**src/rtl/rom_read_arbiter.sv**
```systemverilog
// rtl/rom_read_arbiter.sv - two-master round-robin AXI read arbiter in front of the ROM wrapper
// Optional ROM_ARB_DECERR_EN: reads outside the ROM window are answered locally with DECERR.
`ifndef AXI_ID_BITS
`define AXI_ID_BITS 4
`endif
`ifndef AXI_IDS_BITS
`define AXI_IDS_BITS (`AXI_ID_BITS + 4)
`endif
`ifndef AXI_ADDR_BITS
`define AXI_ADDR_BITS 32
`endif
`ifndef AXI_LEN_BITS
`define AXI_LEN_BITS 4
`endif
`ifndef AXI_SIZE_BITS
`define AXI_SIZE_BITS 3
`endif
`ifndef AXI_DATA_BITS
`define AXI_DATA_BITS 32
`endif

module rom_read_arbiter #(
  parameter logic [`AXI_ADDR_BITS-1:0] ROM_BASE = 32'h0000_0000,
  parameter logic [`AXI_ADDR_BITS-1:0] ROM_SIZE = 32'h0001_0000
) (
  input  logic                       clk,
  input  logic                       rst_n,
  input  logic [`AXI_ID_BITS-1:0]    ARID_M0,
  input  logic [`AXI_ADDR_BITS-1:0]  ARADDR_M0,
  input  logic [`AXI_LEN_BITS-1:0]   ARLEN_M0,
  input  logic [`AXI_SIZE_BITS-1:0]  ARSIZE_M0,
  input  logic [1:0]                 ARBURST_M0,
  input  logic                       ARVALID_M0,
  output logic                       ARREADY_M0,
  output logic [`AXI_ID_BITS-1:0]    RID_M0,
  output logic [`AXI_DATA_BITS-1:0]  RDATA_M0,
  output logic [1:0]                 RRESP_M0,
  output logic                       RLAST_M0,
  output logic                       RVALID_M0,
  input  logic                       RREADY_M0,
  input  logic [`AXI_ID_BITS-1:0]    ARID_M1,
  input  logic [`AXI_ADDR_BITS-1:0]  ARADDR_M1,
  input  logic [`AXI_LEN_BITS-1:0]   ARLEN_M1,
  input  logic [`AXI_SIZE_BITS-1:0]  ARSIZE_M1,
  input  logic [1:0]                 ARBURST_M1,
  input  logic                       ARVALID_M1,
  output logic                       ARREADY_M1,
  output logic [`AXI_ID_BITS-1:0]    RID_M1,
  output logic [`AXI_DATA_BITS-1:0]  RDATA_M1,
  output logic [1:0]                 RRESP_M1,
  output logic                       RLAST_M1,
  output logic                       RVALID_M1,
  input  logic                       RREADY_M1,
  output logic [`AXI_IDS_BITS-1:0]   ARID_S,
  output logic [`AXI_ADDR_BITS-1:0]  ARADDR_S,
  output logic [`AXI_LEN_BITS-1:0]   ARLEN_S,
  output logic [`AXI_SIZE_BITS-1:0]  ARSIZE_S,
  output logic [1:0]                 ARBURST_S,
  output logic                       ARVALID_S,
  input  logic                       ARREADY_S,
  input  logic [`AXI_IDS_BITS-1:0]   RID_S,
  input  logic [`AXI_DATA_BITS-1:0]  RDATA_S,
  input  logic [1:0]                 RRESP_S,
  input  logic                       RLAST_S,
  input  logic                       RVALID_S,
  output logic                       RREADY_S
);

`ifdef ROM_ARB_DECERR_EN
  typedef enum logic [1:0] {IDLE = 2'd0, ADDR = 2'd1, DATA = 2'd2, ERR = 2'd3} state_t;
`else
  typedef enum logic [1:0] {IDLE = 2'd0, ADDR = 2'd1, DATA = 2'd2} state_t;
`endif

  state_t state, state_nxt;
  logic   gnt, last_gnt, burst_done;
  logic   arready_g, r_valid_g, r_last_g;
  logic [`AXI_ID_BITS-1:0]   r_id_g;
  logic [`AXI_DATA_BITS-1:0] r_data_g;
  logic [1:0]                r_resp_g;

  // Granted master's request fields; masters hold them stable until the AR handshake.
  logic                      arvalid_g, rready_g;
  logic [`AXI_ID_BITS-1:0]   arid_g;
  logic [`AXI_ADDR_BITS-1:0] araddr_g;
  logic [`AXI_LEN_BITS-1:0]  arlen_g;
  assign arvalid_g = gnt ? ARVALID_M1 : ARVALID_M0;
  assign rready_g  = gnt ? RREADY_M1  : RREADY_M0;
  assign arid_g    = gnt ? ARID_M1    : ARID_M0;
  assign araddr_g  = gnt ? ARADDR_M1  : ARADDR_M0;
  assign arlen_g   = gnt ? ARLEN_M1   : ARLEN_M0;

  logic unused_rid_hi;
  assign unused_rid_hi = ^RID_S[`AXI_IDS_BITS-1:`AXI_ID_BITS];

`ifdef ROM_ARB_DECERR_EN
  logic                      in_range;
  logic [`AXI_ID_BITS-1:0]   err_id;
  logic [`AXI_LEN_BITS-1:0]  err_len, beat_cnt;
  assign in_range = (araddr_g >= ROM_BASE) && ((araddr_g - ROM_BASE) < ROM_SIZE);
`else
  localparam logic unused_window = |(ROM_BASE ^ ROM_SIZE);
`endif

  always_ff @(posedge clk or negedge rst_n) begin
    if (!rst_n) state <= IDLE;
    else        state <= state_nxt;
  end

  always_comb begin
    state_nxt  = state;
    burst_done = 1'b0;
    arready_g  = 1'b0;
    r_valid_g  = 1'b0;
    r_last_g   = 1'b0;
    r_id_g     = '0;
    r_data_g   = '0;
    r_resp_g   = 2'b00;
    ARID_S     = '0;
    ARADDR_S   = '0;
    ARLEN_S    = '0;
    ARSIZE_S   = '0;
    ARBURST_S  = 2'b00;
    ARVALID_S  = 1'b0;
    RREADY_S   = 1'b0;
    case (state)
      IDLE: if (ARVALID_M0 || ARVALID_M1) state_nxt = ADDR;
      ADDR: begin
`ifdef ROM_ARB_DECERR_EN
        if (!in_range) begin
          arready_g = arvalid_g;
          if (arvalid_g) state_nxt = ERR;
        end else begin
`else
        begin
`endif
          ARID_S    = {{3'b000, gnt} + 4'd1, arid_g};
          ARADDR_S  = araddr_g;
          ARLEN_S   = arlen_g;
          ARSIZE_S  = gnt ? ARSIZE_M1 : ARSIZE_M0;
          ARBURST_S = gnt ? ARBURST_M1 : ARBURST_M0;
          ARVALID_S = arvalid_g;
          arready_g = ARREADY_S;
          if (arvalid_g && ARREADY_S) state_nxt = DATA;
        end
      end
      DATA: begin
        r_valid_g = RVALID_S;
        r_last_g  = RLAST_S;
        r_id_g    = RID_S[`AXI_ID_BITS-1:0];
        r_data_g  = RDATA_S;
        r_resp_g  = RRESP_S;
        RREADY_S  = rready_g;
        if (RVALID_S && rready_g && RLAST_S) begin
          state_nxt  = IDLE;
          burst_done = 1'b1;
        end
      end
`ifdef ROM_ARB_DECERR_EN
      ERR: begin
        r_valid_g = 1'b1;
        r_id_g    = err_id;
        r_resp_g  = 2'b11;
        r_last_g  = (beat_cnt == err_len);
        if (rready_g && r_last_g) begin
          state_nxt  = IDLE;
          burst_done = 1'b1;
        end
      end
`endif
      default: state_nxt = IDLE;
    endcase
  end

  // last_gnt resets to M1 so that M0 wins the first simultaneous request.
  always_ff @(posedge clk or negedge rst_n) begin
    if (!rst_n) begin
      gnt      <= 1'b0;
      last_gnt <= 1'b1;
    end else begin
      if (state == IDLE && (ARVALID_M0 || ARVALID_M1))
        gnt <= (ARVALID_M0 && ARVALID_M1) ? ~last_gnt : ARVALID_M1;
      if (burst_done) last_gnt <= gnt;
    end
  end

`ifdef ROM_ARB_DECERR_EN
  always_ff @(posedge clk or negedge rst_n) begin
    if (!rst_n) begin
      err_id   <= '0;
      err_len  <= '0;
      beat_cnt <= '0;
    end else if (state == ADDR && state_nxt == ERR) begin
      err_id   <= arid_g;
      err_len  <= arlen_g;
      beat_cnt <= '0;
    end else if (state == ERR && rready_g) begin
      beat_cnt <= beat_cnt + 1'b1;
    end
  end
`endif

  assign ARREADY_M0 = !gnt && arready_g;
  assign RVALID_M0  = !gnt && r_valid_g;
  assign RLAST_M0   = !gnt && r_last_g;
  assign RID_M0     = gnt ? '0 : r_id_g;
  assign RDATA_M0   = gnt ? '0 : r_data_g;
  assign RRESP_M0   = gnt ? 2'b00 : r_resp_g;
  assign ARREADY_M1 = gnt && arready_g;
  assign RVALID_M1  = gnt && r_valid_g;
  assign RLAST_M1   = gnt && r_last_g;
  assign RID_M1     = gnt ? r_id_g : '0;
  assign RDATA_M1   = gnt ? r_data_g : '0;
  assign RRESP_M1   = gnt ? r_resp_g : 2'b00;

endmodule

```
**config.mk**
```make
export PLATFORM = sky130hd
export DESIGN_NAME = rom_read_arbiter
export DESIGN_NICKNAME = d
export VERILOG_FILES = /design/src/rtl/rom_read_arbiter.sv
export SDC_FILE = /design/constraint.sdc
export NUM_CORES = 1
export LEC_CHECK = 0
export ABC_AREA = 1
export ABC_CLOCK_PERIOD_IN_PS = 1800
export CAP_MARGIN = 20
export CORE_AREA = 3 3 106 108
export CTS_CLUSTER_SIZE = 30
export DETAILED_ROUTE_END_ITERATION = 10
export DIE_AREA = 0 0 109 111
export PLACE_DENSITY = 0.69
export SLEW_MARGIN = 20
export SYNTH_ARGS = -nofsm -noshare
export SYNTH_HDL_FRONTEND = slang
export SYNTH_SLANG_ARGS = --single-unit
```
**constraint.sdc**
```tcl
create_clock -name clk -period 1.8 [get_ports clk]
set_input_delay 0.54 -clock clk [delete_from_list [all_inputs] [get_ports clk]]
set_output_delay 0.54 -clock clk [all_outputs]
set_load 0.02 [all_outputs]
```
==> results of run 1 <==
worst max-delay path, stage by stage, from the launching register on:
cell and delay [ps]:
sky130_fd_sc_hd__dfrtp_2 430, sky130_fd_sc_hd__nor2_4 130, sky130_fd_sc_hd__inv_4 60, sky130_fd_sc_hd__nor2_8 220
sky130_fd_sc_hd__clkbuf_16 200, sky130_fd_sc_hd__nand2_1 50, sky130_fd_sc_hd__nand2_1 80, sky130_fd_sc_hd__buf_6 120
state kept, by name, summed over array words and instances (netlist names):
name      cells
last_gnt      1
gnt           1
state         2
layout make-up:
class	count	area [um2]	share of cell area (%)
Tap cell	136	170	3.17
Clock buffer	4	45.0	0.839
Sequential cell	4	105	1.96
Multi-Input combinational cell	248	1690	31.6
Inverter	48	198	3.68
Timing Repair Buffer	314	3160	58.8
what timing repair did:
item	CTS	global route
setup buffers	4	7
endpoints found under the setup margin	131	131
cloned	0	8
gates resized for setup	670	222
pin swaps	2	15
layout by cell type (no fill, tap or decap):
cell type	netlist	final
sky130_fd_sc_hd__buf_6	5	67
sky130_fd_sc_hd__buf_12	0	6
sky130_fd_sc_hd__a21oi_2	0	1
sky130_fd_sc_hd__clkbuf_1	7	1
sky130_fd_sc_hd__buf_4	3	95
sky130_fd_sc_hd__dlymetal6s2s_1	0	1
sky130_fd_sc_hd__dfstp_2	1	1
sky130_fd_sc_hd__nor3_2	0	63
sky130_fd_sc_hd__nor2_4	1	3
sky130_fd_sc_hd__nor3_1	81	2
sky130_fd_sc_hd__nor2_1	2	1
sky130_fd_sc_hd__conb_1	1	2
sky130_fd_sc_hd__nand2_2	0	29
sky130_fd_sc_hd__a21oi_4	0	1
sky130_fd_sc_hd__o21ai_0	2	2
sky130_fd_sc_hd__dlygate4sd2_1	0	6
sky130_fd_sc_hd__nand3_1	2	2
sky130_fd_sc_hd__nor2_8	1	1
sky130_fd_sc_hd__clkbuf_8	0	3
sky130_fd_sc_hd__nand2_4	1	4
sky130_fd_sc_hd__clkbuf_16	0	6
sky130_fd_sc_hd__nand2_1	152	120
sky130_fd_sc_hd__inv_4	1	1
sky130_fd_sc_hd__inv_1	43	40
sky130_fd_sc_hd__buf_2	12	1
sky130_fd_sc_hd__buf_8	0	2
sky130_fd_sc_hd__clkdlybuf4s50_1	0	129
sky130_fd_sc_hd__inv_2	4	5
sky130_fd_sc_hd__nor3_4	0	16
sky130_fd_sc_hd__dfrtp_2	0	3
sky130_fd_sc_hd__nand4_1	1	1
sky130_fd_sc_hd__inv_8	0	2
sky130_fd_sc_hd__buf_16	0	1
power by group:
group	switching (W)	internal, W	total (W)
logic	0.00363	0.00308	0.00670
clock network	0.0000485	0.000151	0.000200
registers	0.0000446	0.000143	0.000188
metrics by stage:
step	utilization (%)	setup WS (ps)
after floorplan	-	-66.4
after global placement	45.4	-674
after detailed placement	45.4	-687
after CTS	43.4	-316
after global routing	52.0	-351
final	52.0	-263
path summary, 6_finish.rpt:
check,startpoint,to,slack [ps],cells after the start
max,state[1]$_DFFE_PN0P_,ARADDR_S[25],-260,7
min,last_gnt$_DFFE_PN1P_,last_gnt$_DFFE_PN1P_,470,2
max reg2reg,gnt$_DFFE_PN0P_,state[1]$_DFFE_PN0P_,470,8
min reg2reg,last_gnt$_DFFE_PN1P_,last_gnt$_DFFE_PN1P_,470,2
max in group asynchronous,rst_n,last_gnt$_DFFE_PN1P_,1020,1
min in group asynchronous,rst_n,state[0]$_DFFE_PN0P_,530,1
metal layers:
| layer | vias up | GRT usage (%) | routed length [um] |
|---|---|---|---|
| met5 | - | 0 | 0 |
| met4 | 0 | 2.02 | 87 |
| met3 | 8 | 3.90 | 1150 |
| met2 | 170 | 29.1 | 6050 |
| met1 | 1425 | 14.0 | 3700 |
| li1 | 1585 | - | - |
cell families after synthesis:
logic type	synth area share, %
compound gates	1.32
buf+inv	22.9
flops	6.66
other cells	0.246
simple gates	68.9
==> run summary, run 1 <==
### Synth
* **async set-reset flop share out of synthesis** 100%
* **post-synth top area share** 37.5%
* **Main synth FF type** sky130_fd_sc_hd__dfrtp_1
* **number of flip-flops and latches in the synthesized netlist** 4
* **dominant cell by count in the synthesized netlist** sky130_fd_sc_hd__nand2_1
* **cell types with the highest counts after synthesis** sky130_fd_sc_hd__nand2_1, sky130_fd_sc_hd__nor3_1, sky130_fd_sc_hd__inv_1
* **Synth cell types** 21
* **Avg Cell Area, Syn** 4.67 um2
* **Area contributors post-synth** sky130_fd_sc_hd__nand2_1, sky130_fd_sc_hd__nor3_1, sky130_fd_sc_hd__inv_1, sky130_fd_sc_hd__dfrtp_1, sky130_fd_sc_hd__buf_2
* **Synthesis Warnings** 0
* **dominant cell type by area after synthesis** sky130_fd_sc_hd__nand2_1
* **number of synthesized flops with an enable pin** 0
* **post-synth design cell area** 0.00152 mm2
* **sequential area share after synthesis** 6.66%
* **number of instances in the synthesized netlist** 326

### CTS
* **CTS hold repair buffers** 0
* **clock tree from TritonCTS** yes
* **worst skew pair latency** 220 ps
* **Clock Sink Count** 4
* **maximum level of the CTS H-tree** 1
* **Clock Tree Buf Depth** 2
* **number of buffers created by CTS** 3
* **Clk pin slew, worst setup/hold paths** 30 ps
* **clock tree root driver cell** sky130_fd_sc_hd__clkbuf_8

### STA
* **final worst-path setup slack** -263 ps
* **fin. max-slew vios** 0
* **worst hold-check slack** 469 ps
* **number of failing hold endpoints at the final stage** 0
* **Max Clock Freq** 485 MHz
* **Final setup viols** 131
* **Post-Route Skew** 1.65 ps
* **setup repair after global routing missed its margin** true
* **post-layout min period** 2060 ps
* **Post-Route Setup TNS** -26100 ps
* **final period utilization** 115%

### Floorplanning
* **die boundary height** 111 um
* **core outline area** 0.0103 mm2
* **total die area** 0.0121 mm2
* **starting density of the core** 14.7%
* **die width** 109 um
* **Ports** 274
* **number of placement rows** 37

### Finish
* **synthesis-to-layout area growth** 253%
* **final instance count without filler cells** 754
* **final layout net count** 760
* **share of cells above drive strength 1** 50.3%
* **fin area** 0.00537 mm2
* **# fillers** 953
* **total inserted antenna cells** 0

### Route
* **Pre-Repair DR Iteration Count** 4
* **final WL** 11000 um
* **count of vias placed by the detailed router** 3188
* **residual DRC count** 0
* **residual antenna-violating net count after detailed routing** 0
* **starting DRC count in detailed routing** 135
* **post-DR vias/cell** 4.23
* **wire per inst** 14.6 um

### GRT
* **first-pass GRT wire length** 14300 um
* **aggregate global-route resource usage** 14.2%
* **Overflow after GRT** 0
* **largest net degree at the start of global routing** 36
* **initial antenna violation count** 0
* **via count of the first global-routing pass** 2959

### Power
* **VDD IR-drop max** 0.710 mV
* **leakage power figure** 2.64 nW
* **power density relative to cell area** 1320 mW/mm2
* **final total power** 0.00709 W

### Worst setup path
* **top fanout value on the critical path** 11
* **kind of launch point of the worst setup path** flip-flop
* **WP data required** 1260 ps
* **Worst EP arrival** 1520 ps
* **crit end category** output port
* **type of the worst setup path** flip-flop to output port

### Placement
* **Placement Cell Area** 0.00468 mm2
* **Placed Instances** 732
* **number of I/O port buffers** 267
* **gp weighted congestion** 0.830
* **total half-perimeter wirelength after legalization and detailed placement** 8080 um

### Status
* **outcome** finished, violations left
* **violated checks** setup timing

### Run
* **number of maximum-capacitance constraint violations** 0

### Hold path
* **type of the worst min-delay path** flip-flop to flip-flop

(Power assumes the default switching activity.)
==> inputs of run 2 (changes only) <==
Settings changed: ABC_AREA 1 to not set, PLACE_DENSITY 0.69 to 0.67.
==> run summary, run 2 <==
### CTS
* **Clk pin slew, worst setup/hold paths** 40 ps
* **Clock Tree Buf Depth** 2
* **worst skew pair latency** 230 ps
* **number of buffers created by CTS** 3
* **clock tree root driver cell** sky130_fd_sc_hd__clkbuf_8
* **Clock Sink Count** 4
* **CTS hold repair buffers** 0
* **clock tree from TritonCTS** yes
* **maximum level of the CTS H-tree** 1

### Route
* **final WL** 10500 um
* **post-DR vias/cell** 4.16
* **Pre-Repair DR Iteration Count** 4
* **residual DRC count** 0
* **residual antenna-violating net count after detailed routing** 0
* **wire per inst** 17.4 um
* **starting DRC count in detailed routing** 89
* **count of vias placed by the detailed router** 2507

### Synth
* **Avg Cell Area, Syn** 7.44 um2
* **dominant cell type by area after synthesis** sky130_fd_sc_hd__and2_1
* **Main synth FF type** sky130_fd_sc_hd__dfrtp_1
* **Synth cell types** 22
* **Synthesis Warnings** 0
* **number of flip-flops and latches in the synthesized netlist** 4
* **cell types with the highest counts after synthesis** sky130_fd_sc_hd__and2_1, sky130_fd_sc_hd__a22o_1, sky130_fd_sc_hd__clkbuf_2
* **async set-reset flop share out of synthesis** 100%
* **Area contributors post-synth** sky130_fd_sc_hd__and2_1, sky130_fd_sc_hd__a22o_1, sky130_fd_sc_hd__dfrtp_1, sky130_fd_sc_hd__buf_4, sky130_fd_sc_hd__clkbuf_2
* **sequential area share after synthesis** 7.79%
* **number of synthesized flops with an enable pin** 0
* **post-synth design cell area** 0.00130 mm2
* **post-synth top area share** 39.4%
* **dominant cell by count in the synthesized netlist** sky130_fd_sc_hd__and2_1
* **number of instances in the synthesized netlist** 175

### STA
* **worst hold-check slack** 524 ps
* **post-layout min period** 2140 ps
* **Final setup viols** 130
* **final worst-path setup slack** -344 ps
* **final period utilization** 119%
* **fin. max-slew vios** 0
* **Post-Route Skew** 0.252 ps
* **Max Clock Freq** 466 MHz
* **Post-Route Setup TNS** -32900 ps
* **number of failing hold endpoints at the final stage** 0
* **setup repair after global routing missed its margin** true

### Worst setup path
* **Worst EP arrival** 1600 ps
* **kind of launch point of the worst setup path** flip-flop
* **WP data required** 1260 ps
* **crit end category** output port
* **type of the worst setup path** flip-flop to output port
* **top fanout value on the critical path** 5

### GRT
* **via count of the first global-routing pass** 2612
* **first-pass GRT wire length** 14400 um
* **initial antenna violation count** 0
* **met2 Resource Use GR** 31.8%
* **met3 Use GR** 5.77%
* **largest net degree at the start of global routing** 32
* **aggregate global-route resource usage** 15.1%
* **met1 Usage GRT** 12.5%
* **Top Usage Layer GRT** met2
* **Overflow after GRT** 0

### Finish
* **fin area** 0.00494 mm2
* **share of cells above drive strength 1** 45.7%
* **total inserted antenna cells** 0
* **synthesis-to-layout area growth** 279%
* **# fillers** 961
* **Biggest register** state
* **final instance count without filler cells** 602
* **leading cell type in the layout, fill and taps excluded** sky130_fd_sc_hd__clkdlybuf4s50_1
* **biggest registers after layout** state x2, gnt x1, last_gnt x1
* **Largest register FFs** 2
* **most used cells in the layout excluding fill and tap cells** sky130_fd_sc_hd__clkdlybuf4s50_1, sky130_fd_sc_hd__buf_6, sky130_fd_sc_hd__and2_1
* **final layout net count** 608

### Power
* **power density relative to cell area** 1260 mW/mm2
* **leakage power figure** 2.26 nW
* **VDD IR-drop max** 0.848 mV

### Floorplanning
* **starting density of the core** 12.6%
* **total die area** 0.0121 mm2
* **number of placement rows** 37
* **die boundary height** 111 um
* **die width** 109 um
* **core outline area** 0.0103 mm2
* **Ports** 274

### Status
* **outcome** finished, violations left
* **violated checks** setup timing

### Placement
* **Placed Instances** 575
* **gp weighted congestion** 0.756
* **Placement Cell Area** 0.00420 mm2
* **total half-perimeter wirelength after legalization and detailed placement** 7270 um
* **number of I/O port buffers** 267
* **worst setup timing slack at the placement stage** -564 ps

### Hold path
* **type of the worst min-delay path** input port to async pin

### Run
* **number of maximum-capacitance constraint violations** 0

## run 2: cell count changes in the layout (fill, tap and decap cells not counted), sizes merged, moves of 2 or more
cell	change
mux2	+2
and2	+82
buf	-7
nand2	-150
o21ai	-2
inv	-47
nor3b	+3
a22o	+45
nor3	-79
dlygate4sd2	-4
clkdlybuf4s50	+3
a21oi	-2
## run 2: kinds of logic after synthesis
| kind of cell | count (synthesis) | synth area share [%] |
|---|---|---|
| simple gates | 98 | 46.7 |
| other cells | 1 | 0.288 |
| compound gates | 47 | 31.5 |
| mux | 3 | 2.50 |
| flops | 4 | 7.79 |
| buf+inv | 22 | 11.2 |
## run 2: final cells by class
cell class | count | area, um2 | area share (%)
Inverter | 1 | 6.26 | 0.127
Sequential cell | 4 | 104 | 2.10
Tap cell | 136 | 170 | 3.45
Multi-Input combinational cell | 150 | 1170 | 23.7
Clock buffer | 4 | 45.0 | 0.912
Timing Repair Buffer | 307 | 3440 | 69.7
## run 2: power breakdown
| part | internal [W] | switching (W) |
|---|---|---|
| clock network | 0.000153 | 0.0000628 |
| registers | 0.000141 | 0.0000618 |
| logic | 0.00326 | 0.00254 |
## run 2: path summary, 6_finish.rpt
check / startpoint / to / slack, ps / depth (start not counted)
worst max-delay path: gnt$_DFFE_PN0P_ / ARBURST_S[1] / -340 / 6
worst min-delay path: rst_n / gnt$_DFFE_PN0P_ / 520 / 1
worst max register to register: gnt$_DFFE_PN0P_ / last_gnt$_DFFE_PN1P_ / 260 / 5
worst min register to register: last_gnt$_DFFE_PN1P_ / gnt$_DFFE_PN0P_ / 620 / 2
max in group asynchronous: rst_n / last_gnt$_DFFE_PN1P_ / 1030 / 1
min in group clk: last_gnt$_DFFE_PN1P_ / gnt$_DFFE_PN0P_ / 620 / 2
## run 2: stage by stage
step	util, %	total power [W]
3_5_place_dp	40.7	0.00464
2_1_floorplan	-	0.00251
4_1_cts	45.5	0.00579
6_report	47.8	0.00621
5_1_grt	47.8	0.00654
3_3_place_gp	40.7	0.00461
## run 2: timing repair
| action | CTS | global route |
|---|---|---|
| endpoints found under the setup margin | 131 | 131 |
| endpoints found under the hold margin | 0 | 0 |
| pin swaps | 28 | 27 |
| gates resized for setup | 714 | 109 |
| gates cloned | 8 | 6 |
| setup buffers | 9 | 1 |
## run 2: per-layer routing
layer	vias to the layer above	routed length, um
met5	-	0
met4	0	78
met3	6	1330
met2	162	6010
met1	1137	3030
li1	1202	-
## run 2: critical path, cell delays in order, from the launching register on
cell and delay [ps]:
sky130_fd_sc_hd__dfrtp_1 400, sky130_fd_sc_hd__buf_6 130, sky130_fd_sc_hd__nor3b_4 250, sky130_fd_sc_hd__buf_6 180
sky130_fd_sc_hd__clkbuf_16 150, sky130_fd_sc_hd__a22o_1 150, sky130_fd_sc_hd__buf_6 120
